**src/rtl/riscv_div_pkg.sv**
```systemverilog
// Shared definitions for the RISC-V divide issue path: opcode masks/matches,
// the issue-controller state encoding and the zero-divisor quotient value.
package riscv_div_pkg;

  localparam logic [31:0] DIV_MASK   = 32'hFE00707F;
  localparam logic [31:0] MATCH_DIV  = 32'h02004033;
  localparam logic [31:0] MATCH_DIVU = 32'h02005033;
  localparam logic [31:0] MATCH_REM  = 32'h02006033;
  localparam logic [31:0] MATCH_REMU = 32'h02007033;

  // Quotient returned for any x/0 (RISC-V defines it as all ones).
  localparam logic [31:0] BYPASS_QUOT = 32'hFFFFFFFF;

  typedef enum logic [1:0] {
    ST_IDLE  = 2'd0,
    ST_ISSUE = 2'd1,
    ST_WAIT  = 2'd2,
    ST_DRAIN = 2'd3
  } div_state_e;

  // Architectural result of a divide by zero: all ones for a quotient,
  // the untouched dividend for a remainder.
  function automatic logic [31:0] zero_div_result(input logic        is_quotient,
                                                  input logic [31:0] dividend);
    return is_quotient ? BYPASS_QUOT : dividend;
  endfunction

endpackage

```
**src/rtl/riscv_div_decode.sv**
```systemverilog
// Combinational classifier for the M-extension divide/remainder opcodes.
// Shared between the issue controller and the divider itself.
module riscv_div_decode
  import riscv_div_pkg::*;
(
  input  logic [31:0] opcode_i,
  output logic        is_div_rem_o,
  output logic        is_signed_o,
  output logic        is_quotient_o
);

  logic [31:0] w_masked;

  assign w_masked = opcode_i & DIV_MASK;

  // Match the masked word against the four divide encodings.
  always_comb begin
    is_div_rem_o  = 1'b0;
    is_signed_o   = 1'b0;
    is_quotient_o = 1'b0;
    case (w_masked)
      MATCH_DIV: begin
        is_div_rem_o  = 1'b1;
        is_signed_o   = 1'b1;
        is_quotient_o = 1'b1;
      end
      MATCH_DIVU: begin
        is_div_rem_o  = 1'b1;
        is_quotient_o = 1'b1;
      end
      MATCH_REM: begin
        is_div_rem_o  = 1'b1;
        is_signed_o   = 1'b1;
      end
      MATCH_REMU: begin
        is_div_rem_o  = 1'b1;
      end
      default: ;
    endcase
  end

endmodule

```
**src/rtl/riscv_div_issue_ctrl.sv**
```systemverilog
// Issue controller between execute and the iterative 32-bit divider:
// accepts divide/remainder ops, holds operands, stalls the pipe while the
// divider runs, short-circuits x/0, drops flushed results and times out
// a divider that never answers.
module riscv_div_issue_ctrl
  import riscv_div_pkg::*;
#(
  parameter int unsigned TIMEOUT_CYCLES = 48
)(
  input  logic        clk_i,
  input  logic        rst_i,
  input  logic        req_valid_i,
  input  logic [31:0] req_opcode_i,
  input  logic [31:0] req_rs1_i,
  input  logic [31:0] req_rs2_i,
  input  logic [4:0]  req_rd_i,
  input  logic        flush_i,
  output logic        stall_o,
  output logic        div_valid_o,
  output logic [31:0] div_opcode_o,
  output logic [31:0] div_dividend_o,
  output logic [31:0] div_divisor_o,
  input  logic        div_busy_i,
  input  logic        div_valid_i,
  input  logic [31:0] div_result_i,
  output logic        wb_valid_o,
  output logic [4:0]  wb_rd_o,
  output logic [31:0] wb_value_o,
  output logic        wb_err_o,
  output logic        timeout_o
);

  localparam int unsigned CNT_W = $clog2(TIMEOUT_CYCLES + 1);

  div_state_e       r_state;
  logic [CNT_W-1:0] r_cnt;
  logic             r_stall;
  logic             r_div_valid;
  logic [31:0]      r_opcode;
  logic [31:0]      r_dividend;
  logic [31:0]      r_divisor;
  logic [4:0]       r_rd;
  logic             r_wb_valid;
  logic [4:0]       r_wb_rd;
  logic [31:0]      r_wb_value;
  logic             r_wb_err;
  logic             r_timeout;

  logic             w_is_div_rem;
  logic             w_is_signed;
  logic             w_is_quotient;
  logic             w_accept;
  logic             w_bypass;
  logic [CNT_W-1:0] w_cnt_inc;
  logic             w_cnt_done;
  logic             w_unused;

  riscv_div_decode u_decode (
    .opcode_i      (req_opcode_i),
    .is_div_rem_o  (w_is_div_rem),
    .is_signed_o   (w_is_signed),
    .is_quotient_o (w_is_quotient)
  );

  // Busy is informational only and signedness matters to the divider, not here.
  assign w_unused = ^{div_busy_i, w_is_signed};

  assign w_accept   = (r_state == ST_IDLE) && req_valid_i && w_is_div_rem && !flush_i;
  assign w_bypass   = (req_rs2_i == 32'd0);
  // r_cnt holds the number of cycles elapsed since the ISSUE cycle.
  assign w_cnt_inc  = r_cnt + CNT_W'(1);
  assign w_cnt_done = (w_cnt_inc == CNT_W'(TIMEOUT_CYCLES));

  // Issue FSM with all outputs registered; pulses default low every cycle.
  always_ff @(posedge clk_i) begin
    if (rst_i) begin
      r_state     <= ST_IDLE;
      r_cnt       <= '0;
      r_stall     <= 1'b0;
      r_div_valid <= 1'b0;
      r_opcode    <= '0;
      r_dividend  <= '0;
      r_divisor   <= '0;
      r_rd        <= '0;
      r_wb_valid  <= 1'b0;
      r_wb_rd     <= '0;
      r_wb_value  <= '0;
      r_wb_err    <= 1'b0;
      r_timeout   <= 1'b0;
    end else begin
      r_div_valid <= 1'b0;
      r_wb_valid  <= 1'b0;
      r_timeout   <= 1'b0;
      case (r_state)
        ST_IDLE: begin
          r_cnt <= '0;
          if (w_accept) begin
            r_opcode   <= req_opcode_i;
            r_dividend <= req_rs1_i;
            r_divisor  <= req_rs2_i;
            r_rd       <= req_rd_i;
            if (w_bypass) begin
              // x/0 has a fixed answer; the divider is never engaged.
              r_wb_valid <= 1'b1;
              r_wb_rd    <= req_rd_i;
              r_wb_value <= zero_div_result(w_is_quotient, req_rs1_i);
              r_wb_err   <= 1'b0;
            end else begin
              r_state     <= ST_ISSUE;
              r_div_valid <= 1'b1;
              r_stall     <= 1'b1;
            end
          end
        end
        ST_ISSUE: begin
          r_cnt   <= w_cnt_inc;
          r_state <= flush_i ? ST_DRAIN : ST_WAIT;
        end
        ST_WAIT: begin
          if (div_valid_i) begin
            // A flush in the same cycle as the response simply drops it.
            r_state <= ST_IDLE;
            r_stall <= 1'b0;
            if (!flush_i) begin
              r_wb_valid <= 1'b1;
              r_wb_rd    <= r_rd;
              r_wb_value <= div_result_i;
              r_wb_err   <= 1'b0;
            end
          end else if (w_cnt_done) begin
            r_state   <= ST_IDLE;
            r_stall   <= 1'b0;
            r_timeout <= 1'b1;
            if (!flush_i) begin
              r_wb_valid <= 1'b1;
              r_wb_rd    <= r_rd;
              r_wb_value <= '0;
              r_wb_err   <= 1'b1;
            end
          end else begin
            r_cnt <= w_cnt_inc;
            if (flush_i) begin
              r_state <= ST_DRAIN;
            end
          end
        end
        ST_DRAIN: begin
          // The divider cannot be aborted, so wait out its answer and drop it.
          if (div_valid_i) begin
            r_state <= ST_IDLE;
            r_stall <= 1'b0;
          end else if (w_cnt_done) begin
            r_state   <= ST_IDLE;
            r_stall   <= 1'b0;
            r_timeout <= 1'b1;
          end else begin
            r_cnt <= w_cnt_inc;
          end
        end
        default: begin
          r_state <= ST_IDLE;
          r_stall <= 1'b0;
        end
      endcase
    end
  end

  assign stall_o        = r_stall;
  assign div_valid_o    = r_div_valid;
  assign div_opcode_o   = r_opcode;
  assign div_dividend_o = r_dividend;
  assign div_divisor_o  = r_divisor;
  assign wb_valid_o     = r_wb_valid;
  assign wb_rd_o        = r_wb_rd;
  assign wb_value_o     = r_wb_value;
  assign wb_err_o       = r_wb_err;
  assign timeout_o      = r_timeout;

endmodule

```
**config.mk**
```make
export PLATFORM = sky130hd
export DESIGN_NAME = riscv_div_issue_ctrl
export DESIGN_NICKNAME = d
export VERILOG_FILES = /design/src/rtl/riscv_div_pkg.sv /design/src/rtl/riscv_div_decode.sv /design/src/rtl/riscv_div_issue_ctrl.sv
export SDC_FILE = /design/constraint.sdc
export NUM_CORES = 1
export LEC_CHECK = 0
export ABC_AREA = 0
export BUFFER_PORTS_ARGS = -buffer_cell sky130_fd_sc_hd__buf_2
export CAP_MARGIN = 10
export CELL_PAD_IN_SITES_DETAIL_PLACEMENT = 2
export CELL_PAD_IN_SITES_GLOBAL_PLACEMENT = 2
export CORE_MARGIN = 1
export CORE_UTILIZATION = 26
export CTS_BUF_LIST = sky130_fd_sc_hd__clkbuf_16
export CTS_CLUSTER_DIAMETER = 200
export DETAILED_ROUTE_END_ITERATION = 10
export PLACE_DENSITY_LB_ADDON = 0.1
export SETUP_SLACK_MARGIN = 0.15
export SLEW_MARGIN = 20
export SYNTH_ARGS = -nofsm -noshare
export SYNTH_HDL_FRONTEND = slang
export SYNTH_SLANG_ARGS = --single-unit
```
**constraint.sdc**
```tcl
create_clock -name clk_i -period 3.5 [get_ports clk_i]
set_clock_uncertainty 0.1 [all_clocks]
set_input_delay 0.175 -clock clk_i [delete_from_list [all_inputs] [get_ports clk_i]]
set_output_delay 0.175 -clock clk_i [all_outputs]
set_load 0.02 [all_outputs]
```
==> flow_metrics.tcl <==
set metrics [dict create \
    r2r_slack_ps 1100 \
    synth_seq_cells 151 \
    cp_top_family "simple AND/OR/NAND/NOR gates" \
    synth_top_area_share_pct 51.86 \
    cp.required_ps 3760 \
    cp-end-kind "flip-flop" \
    cts.sinks 151 \
    critPathLaunchType "input pin" \
    ys_seq_area_share_pct 51.86 \
    reg2regPathDepth 6 \
    grt_pass1_wl_um 36010 \
    max_stage_delay_ps 540 \
    antenna_found_initial 1 \
    grtUsageTotal_pct 20.52 \
    yosysTopAreaCell "dfxtp_1" \
    power.leakage_nw 3.825 \
    wirelength_um 23560 \
    clockBufferDepth 2 \
    ctsHoldBuffers 86 \
    power_density_nw_per_um2 435.7 \
    cts_setup_buffers 0 \
    fmax_ghz 0.3619 \
    ant_nets 0 \
    synth_cells 739 \
    peakVddDrop_mv 0.2747 \
    final.setup.tns_ps 0 \
    hold_viol 0 \
    vias 6433 \
    rsz0062_at_grt "no" \
    synth_edf_count 0 \
    tightest_slew_ps 978.2 \
    status "complete, no violations" \
    synth_cell_type_count 41 \
    cts_resized 0 \
    top_usage_layer "met2" \
    hold_depth 4 \
    nets 1212 \
    num_rows 54 \
    grt_overflow 0 \
    placed_area_um2 7426 \
    synth.top_cells.by_area "dfxtp_1 52%, a21oi_1 14%, nand2_1 13%, nor2_1 3.7%, or3_1 3.4%" \
    syn_area_per_cell_um2 7.888 \
    ys_warn_count 0 \
    die_x_um 151.7 \
    rr_endpoint "div_dividend_o[7]" \
    gp_congestion 0.7729 \
    ios 277 \
    drt_pass1_iterations 4 \
    cp.arrival_ps 3020 \
    place_hpwl_um 15090 \
    core_area_um2 21890 \
    drive_above_1_share_pct 30.41 \
    drc_errors 0 \
    synth_nets 879 \
    cts_buffers 17 \
    vias_per_cell 4.706 \
    synth_common_cells "208 x nand2_1, 159 x a21oi_1, 151 x dfxtp_1, 57 x nor2_1, 44 x clkbuf_1" \
    drv_slew 0 \
    synthArstFlopShare_pct 0 \
    clk_pin_slew_ps 70 \
    crit_type "in -> reg" \
    cts_tree "done" \
    nFillCells 2584 \
    r2r-start "r_state[0]" \
    die_area_um2 23020 \
    final_area_um2 8895 \
    multiInputGateArea_um2 2579 \
    die_y_um 151.7 \
    met2_usage_pct 36.80 \
    finalSetupViolations 0 \
    initial_utilization_pct 26.63 \
    ys.flop_type "dfxtp_1" \
    cts_root_buf "clkbuf_16" \
    worstPathMaxFanout 37 \
    grt_pass1_vias 6711 \
    min_path_type "in -> reg" \
    met3_usage_pct 4.611 \
    finalCriticalPeriod_ps 2763 \
    worst-path-buf-inv 3 \
    grt_max_degree 93 \
    min_period_over_period_pct 78.94 \
    synth_most_common_cell "nand2_1" \
    maxCapViolCount 0 \
    grt_use_met1_pct 23.68 \
    crit_chain "dlygate4sd3_1 -> buf_2 -> nor4_1 -> nand4_1 -> o32ai_2 -> o221ai_4 -> buf_4 -> or3_1 -> a21oi_1" \
    relSlewSlack_pct 34.79 \
    clk-insertion-delay-late_ps 430 \
    syn_area_um2 5829 \
    routedWlPerCell_um 17.23 \
    holdPathEnd "wb_value_o[12]" \
    h-tree-depth 4 \
    worstHoldStart "div_result_i[12]" \
    portBuffers 275 \
    cpMaxStageDelayCell "nor4_1" \
    syn_to_final_growth_pct 52.59 \
    seq_area_um2 3023 \
    drtIter0Drc 122 \
]
==> layer usage <==
layer | wire [um] | up-vias
li1 | - | 3146
met1 | 9997 | 3106
met2 | 11960 | 155
met3 | 1156 | 26
met4 | 444 | 0
met5 | 0 | -
==> area by class of cell <==
| class | count | area share [%] |
|---|---|---|
| Clock inverter | 15 | 1.997 |
| Clock buffer | 17 | 4.783 |
| Timing Repair Buffer | 371 | 26.16 |
| Multi-Input combinational cell | 529 | 28.99 |
| Antenna cell | 2 | 0.05627 |
| Tap cell | 280 | 3.939 |
| Inverter | 2 | 0.08440 |
| Sequential cell | 151 | 33.99 |
==> worst reg2reg max path, stage by stage (launching register included) <==
cell and delay (ps):
dfxtp_1 540, nor2_1 110, nand3b_1 190, or2_4 800
buf_4 340, nand2_1 90, a21oi_1 150
==> per-stage QoR <==
| stage | utilization, % | total power, mW | worst slack [ps] | hold slack [ps] | instances |
|---|---|---|---|---|---|
| global placement | 33.92 | 1.910 | 853.0 | 326.1 | 1247 |
| finish | 40.63 | 3.875 | 737.1 | 64.86 | 1367 |
| detailed placement | 33.92 | 1.911 | 832.6 | 330.8 | 1247 |
| global route | 40.62 | 4.032 | 614.4 | 53.09 | 1366 |
| CTS | 40.61 | 3.942 | 751.8 | 41.40 | 1365 |
| floorplan | - | 1.803 | 1524 | 215.5 | 739 |
==> worst max-delay path by stage <==
stage | end | depth (start not counted) | slack [ps] | from
after global placement | wb_value_o[20] | 8 | 850 | req_rs2_i[24]
after floorplan | wb_value_o[24] | 7 | 1520 | r_state[0]
after CTS | wb_value_o[5] | 9 | 750 | req_rs2_i[24]
after detailed placement | wb_value_o[17] | 8 | 830 | req_rs2_i[24]
after global routing | wb_value_o[17] | 9 | 610 | req_rs2_i[29]
final | wb_value_o[21] | 9 | 740 | req_rs2_i[29]
==> sequential cells by signal (all words and copies together), names as in the netlist <==
register and flops:
wb_err_o 1, r_rd 5, r_state 2, wb_rd_o 5, r_cnt 6, div_dividend_o 32
div_valid_o 1, wb_value_o 32, timeout_o 1, stall_o 1, wb_valid_o 1, div_divisor_o 32
div_opcode_o 32
==> where the power goes <==
part / total, mW / switching (mW) / internal [mW]
Combinational: 0.233 / 0.101 / 0.132
Sequential: 1.72 / 0.00000542 / 1.72
Clock: 1.93 / 0.841 / 1.08
Total: 3.88 / 0.943 / 2.93
==> layout by cell type (no fill, tap or decap), types with 2 or more instances in the layout <==
cell,Yosys,layout
a21oi_1,159,159
a22oi_1,2,2
a41oi_1,2,2
and2_1,9,9
buf_2,9,274
buf_4,0,10
bufinv_16,0,2
clkbuf_16,0,17
dfxtp_1,151,151
diode_2,0,2
dlygate4sd3_1,0,86
inv_1,2,2
inv_6,0,7
inv_8,0,4
mux2_2,6,6
mux2i_1,5,5
nand2_1,208,208
nand4_1,5,5
nor2_1,57,56
nor3_1,5,5
nor4_1,10,10
nor4b_1,2,2
o21ai_0,3,3
or2_2,3,2
or3_1,32,32
==> logic make-up (layout without fill, tap and decap cells) <==
kind of cell    after synthesis  after routing  share of synthesized area [%]
compound gates              174            174                          15.80
mux                          11             11                          2.018
fa+ha+maj                     1              1                         0.2146
xor+xnor                      2              2                         0.3005
simple gates                341            341                          25.44
other cells                   0              2                              0
buf+inv                      59            405                          4.379
flops                       151            151                          51.86
Note: power is estimated with default switching activity, not from simulation.
